<file path="src/rtl/axi_write_burst.sv">
// AXI4 write master: packs a stream into fixed-length INCR bursts over a circular address region.
// Optional: define AXI_WR_BYTE_SWAP_EN to reverse the byte order of write data.
module axi_write_burst #(
    parameter int                    ADDR_WIDTH      = 32,
    parameter int                    DATA_WIDTH      = 64,
    parameter int                    BURST_LEN       = 16,
    parameter logic [ADDR_WIDTH-1:0] BASE_ADDR       = ADDR_WIDTH'(32'h1000_0000),
    parameter logic [ADDR_WIDTH-1:0] REGION_SIZE     = ADDR_WIDTH'(32'h0010_0000),
    parameter bit                    RESTART_ON_LAST = 1'b0
) (
    input  logic                    m_axi_aclk,
    input  logic                    m_axi_areset,
    input  logic [DATA_WIDTH-1:0]   s_wr_tdata,
    input  logic                    s_wr_tvalid,
    input  logic                    s_wr_tlast,
    output logic                    s_wr_tready,
    output logic                    m_axi_awid,
    output logic [ADDR_WIDTH-1:0]   m_axi_awaddr,
    output logic [7:0]              m_axi_awlen,
    output logic [2:0]              m_axi_awsize,
    output logic [1:0]              m_axi_awburst,
    output logic                    m_axi_awlock,
    output logic [3:0]              m_axi_awcache,
    output logic [2:0]              m_axi_awprot,
    output logic [3:0]              m_axi_awqos,
    output logic                    m_axi_awvalid,
    input  logic                    m_axi_awready,
    output logic [DATA_WIDTH-1:0]   m_axi_wdata,
    output logic [DATA_WIDTH/8-1:0] m_axi_wstrb,
    output logic                    m_axi_wlast,
    output logic                    m_axi_wvalid,
    input  logic                    m_axi_wready,
    input  logic                    m_axi_bid,
    input  logic [1:0]              m_axi_bresp,
    input  logic                    m_axi_bvalid,
    output logic                    m_axi_bready,
    output logic                    busy,
    output logic                    err,
    output logic [1:0]              err_resp,
    output logic [31:0]             burst_cnt
);
    localparam int                  STRB_W      = DATA_WIDTH / 8;
    localparam int                  BURST_BYTES = BURST_LEN * STRB_W;
    localparam logic [8:0]          LAST_BEAT   = 9'(BURST_LEN - 1);
    localparam logic [8:0]          ALL_BEATS   = 9'(BURST_LEN);
    localparam logic [ADDR_WIDTH:0] BURST_INC   = (ADDR_WIDTH + 1)'(BURST_BYTES);
    localparam logic [ADDR_WIDTH:0] REGION_END  = {1'b0, BASE_ADDR} + {1'b0, REGION_SIZE};

    if (DATA_WIDTH != 32 && DATA_WIDTH != 64 && DATA_WIDTH != 128 &&
        DATA_WIDTH != 256 && DATA_WIDTH != 512) begin : g_bad_width
        $error("axi_write_burst: DATA_WIDTH must be 32, 64, 128, 256 or 512");
    end
    if (BURST_LEN < 1 || BURST_LEN > 256 || BURST_BYTES > 4096) begin : g_bad_burst
        $error("axi_write_burst: BURST_LEN out of range or burst exceeds 4 KB");
    end
    if ((BASE_ADDR % ADDR_WIDTH'(BURST_BYTES)) != '0) begin : g_bad_base
        $error("axi_write_burst: BASE_ADDR not aligned to burst bytes");
    end
    if (REGION_SIZE == '0 || (REGION_SIZE % ADDR_WIDTH'(BURST_BYTES)) != '0) begin : g_bad_region
        $error("axi_write_burst: REGION_SIZE must be a nonzero multiple of burst bytes");
    end

    typedef enum logic [1:0] {S_IDLE, S_ADDR, S_DATA, S_RESP} state_t;

    function automatic logic [DATA_WIDTH-1:0] wr_data_map(input logic [DATA_WIDTH-1:0] d);
`ifdef AXI_WR_BYTE_SWAP_EN
        logic [DATA_WIDTH-1:0] r;
        for (int i = 0; i < STRB_W; i++) r[8*i +: 8] = d[8*(STRB_W-1-i) +: 8];
        return r;
`else
        return d;
`endif
    endfunction

    state_t                  state_q;
    logic                    awvalid_q, wvalid_q, wlast_q, bready_q;
    logic [ADDR_WIDTH-1:0]   awaddr_q, addr_ptr_q, ptr_next_d;
    logic [ADDR_WIDTH:0]     ptr_inc_d;
    logic [DATA_WIDTH-1:0]   wdata_q;
    logic [STRB_W-1:0]       wstrb_q;
    logic [8:0]              beat_cnt_q;
    logic                    pad_q, last_seen_q, err_q;
    logic [1:0]              err_resp_q;
    logic [31:0]             burst_cnt_q;
    logic                    all_loaded, w_slot, w_load;
    logic                    unused_bid;

    assign unused_bid = m_axi_bid;

    always_comb begin
        ptr_inc_d = {1'b0, addr_ptr_q} + BURST_INC;
        if (RESTART_ON_LAST && last_seen_q) ptr_next_d = BASE_ADDR;
        else if (ptr_inc_d >= REGION_END)   ptr_next_d = BASE_ADDR;
        else                                ptr_next_d = ptr_inc_d[ADDR_WIDTH-1:0];
    end

    // Once the final beat sits in the W register no further stream beat may be taken for this burst.
    assign all_loaded  = (beat_cnt_q == ALL_BEATS);
    assign w_slot      = (state_q == S_DATA) && !all_loaded && (!wvalid_q || m_axi_wready);
    assign s_wr_tready = w_slot && !pad_q;
    assign w_load      = w_slot && (pad_q || s_wr_tvalid);

    always_ff @(posedge m_axi_aclk) begin
        if (m_axi_areset) begin
            state_q     <= S_IDLE;
            awvalid_q   <= 1'b0;
            wvalid_q    <= 1'b0;
            wlast_q     <= 1'b0;
            bready_q    <= 1'b0;
            awaddr_q    <= '0;
            addr_ptr_q  <= BASE_ADDR;
            wdata_q     <= '0;
            wstrb_q     <= '0;
            beat_cnt_q  <= '0;
            pad_q       <= 1'b0;
            last_seen_q <= 1'b0;
            err_q       <= 1'b0;
            err_resp_q  <= 2'b00;
            burst_cnt_q <= '0;
        end else begin
            case (state_q)
                S_IDLE: if (s_wr_tvalid) begin
                    state_q   <= S_ADDR;
                    awvalid_q <= 1'b1;
                    awaddr_q  <= addr_ptr_q;
                end
                S_ADDR: if (m_axi_awready) begin
                    awvalid_q <= 1'b0;
                    state_q   <= S_DATA;
                end
                S_DATA: begin
                    if (w_load) begin
                        wvalid_q   <= 1'b1;
                        wlast_q    <= (beat_cnt_q == LAST_BEAT);
                        beat_cnt_q <= beat_cnt_q + 9'd1;
                        if (pad_q) begin
                            wdata_q <= '0;
                            wstrb_q <= '0;
                        end else begin
                            wdata_q <= wr_data_map(s_wr_tdata);
                            wstrb_q <= '1;
                            if (s_wr_tlast) begin
                                last_seen_q <= 1'b1;
                                if (beat_cnt_q != LAST_BEAT) pad_q <= 1'b1;
                            end
                        end
                    end else if (wvalid_q && m_axi_wready) begin
                        wvalid_q <= 1'b0;
                        wlast_q  <= 1'b0;
                        if (wlast_q) begin
                            state_q  <= S_RESP;
                            bready_q <= 1'b1;
                        end
                    end
                end
                S_RESP: if (m_axi_bvalid) begin
                    bready_q    <= 1'b0;
                    burst_cnt_q <= burst_cnt_q + 32'd1;
                    if (m_axi_bresp != 2'b00 && !err_q) begin
                        err_q      <= 1'b1;
                        err_resp_q <= m_axi_bresp;
                    end
                    addr_ptr_q  <= ptr_next_d;
                    pad_q       <= 1'b0;
                    last_seen_q <= 1'b0;
                    beat_cnt_q  <= '0;
                    state_q     <= S_IDLE;
                end
                default: state_q <= S_IDLE;
            endcase
        end
    end

    assign m_axi_awid    = 1'b0;
    assign m_axi_awaddr  = awaddr_q;
    assign m_axi_awlen   = 8'(BURST_LEN - 1);
    assign m_axi_awsize  = 3'($clog2(STRB_W));
    assign m_axi_awburst = 2'b01;
    assign m_axi_awlock  = 1'b0;
    assign m_axi_awcache = 4'b0011;
    assign m_axi_awprot  = 3'b000;
    assign m_axi_awqos   = 4'b0000;
    assign m_axi_awvalid = awvalid_q;
    assign m_axi_wdata   = wdata_q;
    assign m_axi_wstrb   = wstrb_q;
    assign m_axi_wlast   = wlast_q;
    assign m_axi_wvalid  = wvalid_q;
    assign m_axi_bready  = bready_q;
    assign busy          = (state_q != S_IDLE);
    assign err           = err_q;
    assign err_resp      = err_resp_q;
    assign burst_cnt     = burst_cnt_q;
endmodule
</file>
<file path="config.mk">
export PLATFORM = sky130hd
export DESIGN_NAME = axi_write_burst
export DESIGN_NICKNAME = d
export VERILOG_FILES = /design/src/rtl/axi_write_burst.sv
export SDC_FILE = /design/constraint.sdc
export NUM_CORES = 1
export LEC_CHECK = 0
export ABC_AREA = 0
export BUFFER_PORTS_ARGS = -buffer_cell sky130_fd_sc_hd__buf_2
export CELL_PAD_IN_SITES_DETAIL_PLACEMENT = 0
export CELL_PAD_IN_SITES_GLOBAL_PLACEMENT = 2
export CORE_MARGIN = 3
export CORE_UTILIZATION = 29
export CTS_CLUSTER_DIAMETER = 50
export CTS_CLUSTER_SIZE = 28
export DETAILED_ROUTE_END_ITERATION = 10
export PLACE_DENSITY = 0.77
export SKIP_LAST_GASP = 1
export SYNTH_ARGS = -nofsm -noshare
export SYNTH_HDL_FRONTEND = slang
export SYNTH_SLANG_ARGS = --single-unit
</file>
<file path="constraint.sdc">
create_clock -name m_axi_aclk -period 2.5 [get_ports m_axi_aclk]
set_input_delay 0.75 -clock m_axi_aclk [delete_from_list [all_inputs] [get_ports m_axi_aclk]]
set_output_delay 0.75 -clock m_axi_aclk [all_outputs]
set_load 0.005 [all_outputs]
</file>
==> impl_metrics.csv <==
group,metric,value,unit
setup_path,critPathCaptureType,"primary output",
worst_hold_path,hold_class,"reg -> reg",
timing,drv_slew,0,
timing,finalSetupViolCount,1,
routing,wl_per_cell,14.7,um
global_route,antenna_found_initial,0,
cts,hold_buffers,0,
status,status,"complete, but fails checks",
routing,dr.pass1.iters,5,
routing,drc_errors,0,
yosys,synth_top_area_share,0.461,
yosys,yosys_warnings,0,
global_route,grt_max_degree,80,
routing,drt_iter0_markers,368,
yosys,syn-mean-instance-area,8.84,sq um
timing,layout_setup_ws,-33.9,ps
cts,clock_sinks,166,
global_route,grtUsageTotal,0.145,
status,violations,"negative setup slack",
cts,h-tree-depth,4,
die,die-width,164,um
die,start_util,0.295,
placed_design,dp.cells,1324,
routing,ant_nets,0,
placed_design,dpl_cell_area,8600,sq um
yosys,yosys.area.top_type,"dfxtp_1",
job,drv_cap,0,
timing,fin_setup_tns,-33.9,ps
yosys,ys.flop_type,"dfxtp_1",
timing,max_freq,395,MHz
setup_path,cp-startpoint,"beat_cnt_q[8]$_SDFFE_PP0P_",
setup_path,path_max_fanout,3,
yosys,synth_edf_count,0,
setup_path,arrival,1780,ps
yosys,synth.distinct_cells,56,
finish,fill_cells,2593,
power,vdd_ir_drop_max,0.328,mV
power,powerDensity,710,nW/um^2
finish,synthToLayoutAreaGrowth,28.6,%
finish,fin_cells,1359,
setup_path,cp-start-kind,"register",
setup_path,path_class,"reg -> out",
placed_design,io_buffers,210,
yosys,ys_ff_latch,166,
cts,clk_latency,430,ps
finish,finalInstanceArea,9270,sq um
routing,vias,6194,
finish,antenna_cells,0,
timing,max_slew_margin,0.550,
power,p_leak,4.03,nW
routing,vias_per_cell,4.56,
cts,cts_buffers,17,
yosys,synthTopCellsByArea,"dfxtp_1 (46%), a22oi_1 (7.2%), nor2_1 (6.3%)",
yosys,async_flop_share,0,
timing,finalHoldWorstSlack,450,ps
cts,cts_tree,"built",
setup_path,worstPathRequired,1750,ps
setup_path,r2r_slack,220,ps
cts,cts_root_buf,"clkbuf_16",
die,die_h,164,um
finish,drive_above_1_share,0.306,
setup_path,max_stage_delay,610,ps
die,num_io_pins,245,
yosys,synth_area,7210,sq um
global_route,grt-ovfl-total,0,
placed_design,hpwl,13900,um
setup_path,cp_slowest_cell,"or4_1",
die,core-area,24400,sq um
setup_path,crit_chain,"or4_1 -> o211ai_1 -> nor2_1 -> buf_2",
power,total_power,6.58,mW
timing,hold_viol,0,
placed_design,place.gp.congestion,0.748,
setup_path,timing.rr.start,"addr_ptr_q[15]$_SDFFE_PP0P_",
timing,finalCritPeriodShare,1.01,
worst_hold_path,hold_start,"m_axi_awaddr[17]$_SDFFE_PP0P_",
timing,rsz0062_at_grt,"true",
timing,period_minus_slack,2530,ps
timing,worstMarginPinSlew,675,ps
yosys,synthCells,815,
yosys,seq_area_frac_synth,0.461,
cts,cts_max_path_buffers,2,
routing,routed_wl,20000,um
die,die-area,26800,sq um
finish,final_nets,1105,
timing,clock_skew,16.7,ps
global_route,grt_pass1_vias,5698,
global_route,grt_pass1_wl,31200,um
cts,path_clk_slew,70,ps
die,rows,57,
Yosys cell counts (9+ instances only):
cell	number
dfxtp_1	166
nor2_1	120
nand2_1	92
a22oi_1	69
a21oi_1	41
buf_4	41
clkbuf_1	41
xor2_1	39
nand3_1	23
nand4_1	21
xnor2_1	19
nor3_1	15
and2_1	12
and3_1	11
inv_1	10
nor3_2	10
ha_1	9
per-stage QoR:
step / worst slack [ps] / util
2_1_floorplan: 226 / -
3_3_place_gp: 89.7 / 0.353
3_5_place_dp: 86.0 / 0.353
4_1_cts: -102 / 0.379
5_1_grt: -115 / 0.380
6_report: -33.9 / 0.380
registers in the layout (all words and copies together) (netlist names), 2 cells and up:
register and flops:
addr_ptr_q 25, beat_cnt_q 9, burst_cnt 32, err_resp 2
m_axi_awaddr 25, m_axi_wdata 64, state_q 2
worst max-delay path, delay by kind of cell (launching register included):
family          cells  cell delay [ps]
compound gates      1              210
simple gates        2              690
flops               1              320
buf+inv             1              140
logic make-up after synthesis:
group | synth area share
AOI/OAI and AO/OA | 0.136
xor gates and xnor gates | 0.0705
adders and majority gates | 0.0156
buffers and inverters | 0.0759
DFF | 0.461
muxes | 0.00417
other | 0.00104
and+or+nand+nor | 0.236
power by group:
part | switching (mW) | internal (mW) | total (mW)
clock network | 1.32 | 1.37 | 2.69
registers | 0.0734 | 2.77 | 2.84
logic | 0.642 | 0.410 | 1.05
cell type report:
cell class / instances / area, sq um / area share
Inverter: 10 / 37.5 / 0.00405
Clock buffer: 17 / 425 / 0.0459
Timing Repair Buffer: 248 / 1390 / 0.150
Tap cell: 324 / 405 / 0.0437
Multi-Input combinational cell: 579 / 3480 / 0.376
Clock inverter: 15 / 200 / 0.0216
Sequential cell: 166 / 3330 / 0.359
cell usage in the layout (no fill, tap or decap), types with 3 or more instances in the layout:
| cell | count |
|---|---|
| and4_1 | 5 |
| and2_1 | 11 |
| a21oi_1 | 41 |
| nand2_1 | 92 |
| xnor2_1 | 19 |
| dfxtp_1 | 164 |
| inv_8 | 4 |
| a22oi_1 | 69 |
| nor3_1 | 15 |
| and3_1 | 11 |
| or3_1 | 4 |
| buf_2 | 209 |
| nor3b_1 | 3 |
| buf_12 | 4 |
| mux2i_1 | 3 |
| conb_1 | 33 |
| nor3_2 | 10 |
| xor2_1 | 39 |
| nor2_1 | 120 |
| inv_1 | 8 |
| ha_1 | 8 |
| o21ai_0 | 4 |
| nand4_1 | 21 |
| clkinv_8 | 8 |
| buf_4 | 35 |
| clkbuf_16 | 17 |
| nand3_1 | 23 |
| nor4_1 | 6 |
final timing paths:
| check | cells past startpoint | to |
|---|---|---|
| max | 4 | s_wr_tready |
| min | 2 | m_axi_awaddr[17]$_SDFFE_PP0P_ |
| max reg2reg | 7 | addr_ptr_q[20]$_SDFFE_PP0P_ |
| min reg2reg | 2 | m_axi_awaddr[17]$_SDFFE_PP0P_ |
repair_timing:
action | CTS | global route
pin swaps | 2 | 2
setup endpoints to repair | 1 | 6
setup buffers | 2 | 1
resized for setup | 5 | 2
gates cloned | 0 | 0
metal layers:
metal,track usage,up-vias,share of wire,wire [um]
met4,0.0408,0,0.013,250
met1,0.201,2863,0.47,9320
met5,0,-,0,0
met3,0.0345,23,0.054,1080
met2,0.224,153,0.47,9310
li1,-,3155,-,-
Note: power is estimated with default switching activity, not from simulation.
